### config.mk
export PLATFORM = sky130hd
export DESIGN_NAME = mfunc_apb_reg_bridge
export DESIGN_NICKNAME = d
export VERILOG_FILES = /design/src/rtl/mfunc_apb_reg_bridge.sv
export SDC_FILE = /design/constraint.sdc
export NUM_CORES = 1
export LEC_CHECK = 0
export CELL_PAD_IN_SITES_DETAIL_PLACEMENT = 1
export CELL_PAD_IN_SITES_GLOBAL_PLACEMENT = 1
export CORE_MARGIN = 4
export CORE_UTILIZATION = 23
export CTS_CLUSTER_DIAMETER = 120
export CTS_CLUSTER_SIZE = 24
export DETAILED_ROUTE_END_ITERATION = 10
export DONT_BUFFER_PORTS = 1
export PLACE_DENSITY_LB_ADDON = 0.1
export SYNTH_ARGS = -nofsm -noshare
export SYNTH_HDL_FRONTEND = slang
export SYNTH_SLANG_ARGS = --single-unit
### constraint.sdc
create_clock -name clk -period 3.4 [get_ports clk]
set_input_delay 1.02 -clock clk [delete_from_list [all_inputs] [get_ports clk]]
set_output_delay 1.02 -clock clk [all_outputs]
set_load 0.01 [all_outputs]
### src/rtl/mfunc_apb_reg_bridge.sv
// APB3 slave bridge for the MFUNC register sub-blocks: decodes transfers into
// one-hot write strobes or read selects and answers with a fixed 3-cycle response.
module mfunc_apb_reg_bridge #(
  parameter int NUM_SUB = 4
) (
  input  logic                   clk,
  input  logic                   rst_n,
  input  logic                   psel,
  input  logic                   penable,
  input  logic                   pwrite,
  input  logic [15:0]            paddr,
  input  logic [31:0]            pwdata,
  output logic [31:0]            prdata,
  output logic                   pready,
  output logic                   pslverr,
  output logic [NUM_SUB-1:0]     sub_wr_en,
  output logic [11:0]            sub_reg_addr,
  output logic [31:0]            reg_wr_data,
  input  logic [NUM_SUB*32-1:0]  sub_rd_data
);

  typedef enum logic [1:0] {
    IDLE   = 2'd0,
    ACCESS = 2'd1,
    RESP   = 2'd2
  } state_t;

  state_t      r_state;
  state_t      w_next;
  logic        r_wr;
  logic        r_err;
  logic [3:0]  r_idx;
  logic [31:0] r_rdata;
  logic [31:0] w_sel;
  logic        w_setup;
  logic        w_err;

  assign w_setup = (r_state == IDLE) & psel & ~penable;
  // Out-of-range sub index or non-word-aligned address is answered with an error.
  assign w_err   = ({28'd0, paddr[15:12]} >= 32'(NUM_SUB)) | (paddr[1:0] != 2'b00);

  always_comb begin
    w_sel = 32'd0;
    for (int i = 0; i < NUM_SUB; i++) begin
      if (r_idx == 4'(i)) w_sel = sub_rd_data[i*32 +: 32];
    end
  end

  always_comb begin
    w_next = r_state;
    case (r_state)
      IDLE:    if (w_setup) w_next = ACCESS;
      ACCESS:  w_next = psel ? RESP : IDLE;
      RESP:    w_next = IDLE;
      default: w_next = IDLE;
    endcase
  end

  always_comb begin
    sub_wr_en = '0;
    pready    = 1'b0;
    pslverr   = 1'b0;
    prdata    = 32'd0;
    if (r_state == ACCESS && r_wr && !r_err) begin
      for (int i = 0; i < NUM_SUB; i++) begin
        if (r_idx == 4'(i)) sub_wr_en[i] = 1'b1;
      end
    end
    if (r_state == RESP) begin
      pready  = 1'b1;
      pslverr = r_err;
      prdata  = r_rdata;
    end
  end

  always_ff @(posedge clk or negedge rst_n) begin
    if (!rst_n) begin
      r_state      <= IDLE;
      r_wr         <= 1'b0;
      r_err        <= 1'b0;
      r_idx        <= 4'd0;
      r_rdata      <= 32'd0;
      sub_reg_addr <= 12'd0;
      reg_wr_data  <= 32'd0;
    end else begin
      r_state <= w_next;
      if (w_setup) begin
        sub_reg_addr <= paddr[11:0];
        reg_wr_data  <= pwdata;
        r_wr         <= pwrite;
        r_idx        <= paddr[15:12];
        r_err        <= w_err;
      end
      // Writes and errored accesses return zero read data.
      if (r_state == ACCESS) r_rdata <= (r_err | r_wr) ? 32'd0 : w_sel;
    end
  end

endmodule

# == After elaboration in Yosys (flattened, before gate mapping) ==
# Cells that the tools add are included.
# totals
ff_bits,84
inputBits,181
output_inout_bits,82
wordCells,41
# classes
n_eq_ne,6
magnitude_cmp,1
bitwise_logic,5
muxes,16
reduce_logical,6
# op_table
cell,n
two-way mux 32 bit,6
"equality test 4 x 2 -> 1 bit, second input constant",2
two-way mux 1 bit,6
"equality test 4 x 1 -> 1 bit, second input constant",1
"greater-or-equal comparator 4 x 3 -> 1 bit, second input constant",1
logical NOT 4 bit,1
two-way mux 2 bit,2
two-way mux 4 bit,1
case mux 2 bit (2 select lines),1
AND 1 bit,2
"equality test 2 x 1 -> 1 bit, second input constant",1
"equality test 2 bit, second input constant",1
logical AND 1 bit,2
logical NOT 2 bit,1
"inequality test 2 bit, second input constant",1
bitwise OR 1 bit,2
nonzero test 2 bit,1
logical NOT 1 bit,1
NOT 1 bit,1

# == Depth between registers and ports, before layout ==
# logic_depth
ltp_word,6
depth_mapped,6
mapped_depth_nobuf,3

# == Worst setup path before layout ==
# OpenSTA, ideal clock, no wires.
# synth_path
path_kind,register -> output
startpoint,reg r_idx[0]
endpoint,out sub_wr_en[1]
t_required_ns,2.380
stages_incl_launch_ff,5
t_arrival_ns,1.267
slack_ns,1.113
cell_sequence,dfrtp_1 -> buf_2 -> buf_4 -> clkbuf_1 -> nor3b_1
# synth_via
elab_chain_cells,3
# synth_lines
element,line_no,rtl
"start, declared",32,logic [3:0] r_idx;
"start signal, assigned",91,r_idx <= paddr[15:12];
equality test 4 x 1 -> 1 bit,66,if (r_idx == 4'(i)) sub_wr_en[i] = 1'b1;
two-way mux 1 bit,66,
two-way mux 4 bit,64,if (r_state == ACCESS && r_wr && !r_err) begin
"end, declared",16,"output logic [NUM_SUB-1:0] sub_wr_en,"
# Every way passes these cells.

# == Worst setup path in the final report ==
# layout_path
startpoint,reg r_state[1]
endpoint,out prdata[29]
# layout_via
elab_chain_cells,2
# layout_lines
element,line_no,rtl
"start, declared",28,state_t r_state;
"start signal, assigned",86,r_state <= w_next;
equality test 2 bit,69,if (r_state == RESP) begin
two-way mux 32 bit,69,
"end, declared",13,"output logic [31:0] prdata,"
# Every way passes these cells.

==> impl_metrics.yaml <==
route:
  drc: 0
  vias_per_cell: 4.98
  firstDrtPassIters: 4
  wl_um: 13100
  wl_per_cell_um: 21.9
  ant_nets: 0
  via_count: 2988
  initialDrtViolationCount: 72
placement:
  hpwl_um: 9530
  place.gp.congestion: 0.694
  portBuffers: 0
  placedCellCount: 583
  post-place-ws_ns: 0.920
setup_path:
  r2r.worst_path.cells: 5
  slowest_delay_ns: 0.45
  crit_start: "r_state[1]$_DFFE_PN0P_"
  worstPathMaxFanout: 21
  worst_setup_path_start_kind: "flop"
  r2r_setup_slack_ns: 1.03
  path_cells: "nor2b_4, buf_4, and2_1"
  slowest_stage: "nor2b_4"
  arrival_ns: 1.76
  worst-setup-path-type: "flop to primary output"
  r2r-start: "r_idx[0]$_DFFE_PN0P_"
  cp_data_required_time_ns: 2.38
  crit_path_end_kind: "primary output"
  rr_endpoint: "r_rdata[31]$_DFFE_PN0N_"
clock_tree:
  cts_htree_levels: 3
  cts_tree: "done"
  root_buffer: "clkbuf_16"
  clock_path_buffers: 2
  cts_hold_buffers: 0
  clk_latency_ns: 0.35
  cts.sinks: 84
  cts_setup_buffers: 0
  cts_resized: 0
  clk_pin_slew_ns: 0.07
  numCtsBuffers: 9
yosys:
  synthDistinctLibCells: 26
  syn_nets: 554
  syn-instance-count: 373
  yosysTopAreaCellShare_pct: 47.6
  synth.area.top_cells: "dfrtp_1 (48%), mux2_2 (11%), a32o_1 (7.0%)"
  synth.ff_latch_count: 84
  yosysTopAreaCell: "dfrtp_1"
  synthesis.area_sq_um: 4420
  synth_seq_area_share_pct: 47.6
  ys_warn_count: 0
  syn_avg_cell_area_sq_um: 11.8
die:
  start_util_pct: 23.5
  fp.dieArea_sq_um: 21500
  die_h_um: 147
  rows: 50
  die_w_um: 147
  io_pins: 263
  core_sq_um: 18800
timing:
  fin_skew_ns: 0.0108
  slew_violations: 0
  timing.final.hold_violations: 0
  period_needed_ns: 2.78
  period_share_pct: 81.7
  hold_ws_ns: 0.361
  maxSlewHeadroom_pct: 65.4
  finalSetupViolCount: 0
  setup_tns_ns: 0
  fmax_mhz: 360
  worst_pin_slew_ns: 0.517
  rsz0062_at_grt: "no"
  setup_ws_ns: 0.623
grt:
  grt_max_degree: 85
  grt_pass1_wl_um: 20100
  grt.overflow.total: 0
  grtUsageTotal_pct: 12.0
  grt_pass1_vias: 3405
  antenna_found_initial: 0
layout:
  area_delta_synth_final_pct: 12.2
  final_cell_mix: "dfrtp_1 (83), mux2_2 (45), and2_1 (33)"
  layout_commonest_cell: "dfrtp_1"
  fin_util_pct: 26.4
  fin_nets: 541
  final_cells: 600
  n_fill_cell: 2057
  drive_above_1_share_pct: 21.4
outcome:
  status: "finished, final reports clean"
pwr:
  p_leak_nw: 2.09
  powerDensity_nw_per_um2: 586
  ir_drop_uv: 209
job:
  drv_cap: 0
hold_path:
  hold_class: "primary input to async pin"
## routing by layer
layer | GRT usage (%) | vias to the layer above | share of wire (%)
met5 | 0 | - | 0
met4 | 3.48 | 0 | 1.1
met3 | 6.98 | 12 | 13
met2 | 19.1 | 173 | 48
met1 | 13.9 | 1473 | 38
li1 | - | 1330 | -
## cell type report
type	count	area [sq um]	area share, %
Inverter	1	3.75	0.0758
Antenna cell	1	2.50	0.0505
Tap cell	234	293	5.91
Multi-Input combinational cell	255	2150	43.3
Clock inverter	6	97.6	1.97
Timing Repair Buffer	9	67.6	1.36
Sequential cell	84	2110	42.5
Clock buffer	10	239	4.82
## state kept, by name, indices dropped and copies added (netlist names)
signal,flops
r_state,2
r_err,1
r_wr,1
r_rdata,32
reg_wr_data,32
sub_reg_addr,12
r_idx,4
## power by group
part / switching [mW] / leakage (nW) / total (mW) / internal [mW]
sequential: 0.177 / 1.06 / 1.30 / 1.13
clock: 0.440 / 0.166 / 1.12 / 0.677
combinational: 0.234 / 0.861 / 0.481 / 0.247
## worst max-delay path: cells and delay by family, from the launching register on
family | cells | cell delay [ns]
AND/OR/NAND/NOR | 2 | 0.68
buffers and inverters | 1 | 0.29
flip-flops | 1 | 0.43
## worst max path at each step
stage	endpoint	cells after the start
after floorplan	sub_wr_en[1]	4
after global placement	prdata[29]	3
after detailed placement	prdata[29]	3
after CTS	prdata[29]	3
after global routing	prdata[29]	3
final	prdata[29]	3
## cell usage after synthesis
master,number
nor2_1,3
buf_2,9
nor2b_1,32
a32o_1,31
a21oi_1,1
and4bb_2,1
mux2_2,45
mux4_2,1
mux2i_1,31
clkbuf_1,16
inv_1,1
a22o_1,1
nand2b_1,1
mux2_1,4
a211o_1,31
nor4b_4,2
buf_4,4
nor3_1,1
nand2_1,32
nor4_1,1
nor3b_1,2
and3_1,1
nor3b_2,1
dfrtp_1,84
and2_1,33
buf_6,4
## logic make-up (layout without fill, tap and decap cells)
kind of cell	count (synthesis)	count (layout)	share of synthesized area, %
simple gates	110	110	14.7
compound gates	64	64	13.5
buf+inv	34	26	4.17
mux	81	81	20.0
other cells	0	1	0
flops	84	84	47.6
## through the flow
step | instance area (sq um) | power, mW
global placement | 4620 | 1.81
detailed placement | 4620 | 1.82
finish | 4950 | 2.90
CTS | 4950 | 2.97
floorplan | 4420 | 1.69
global route | 4950 | 3.10
Power figures use the tool's default switching activity.
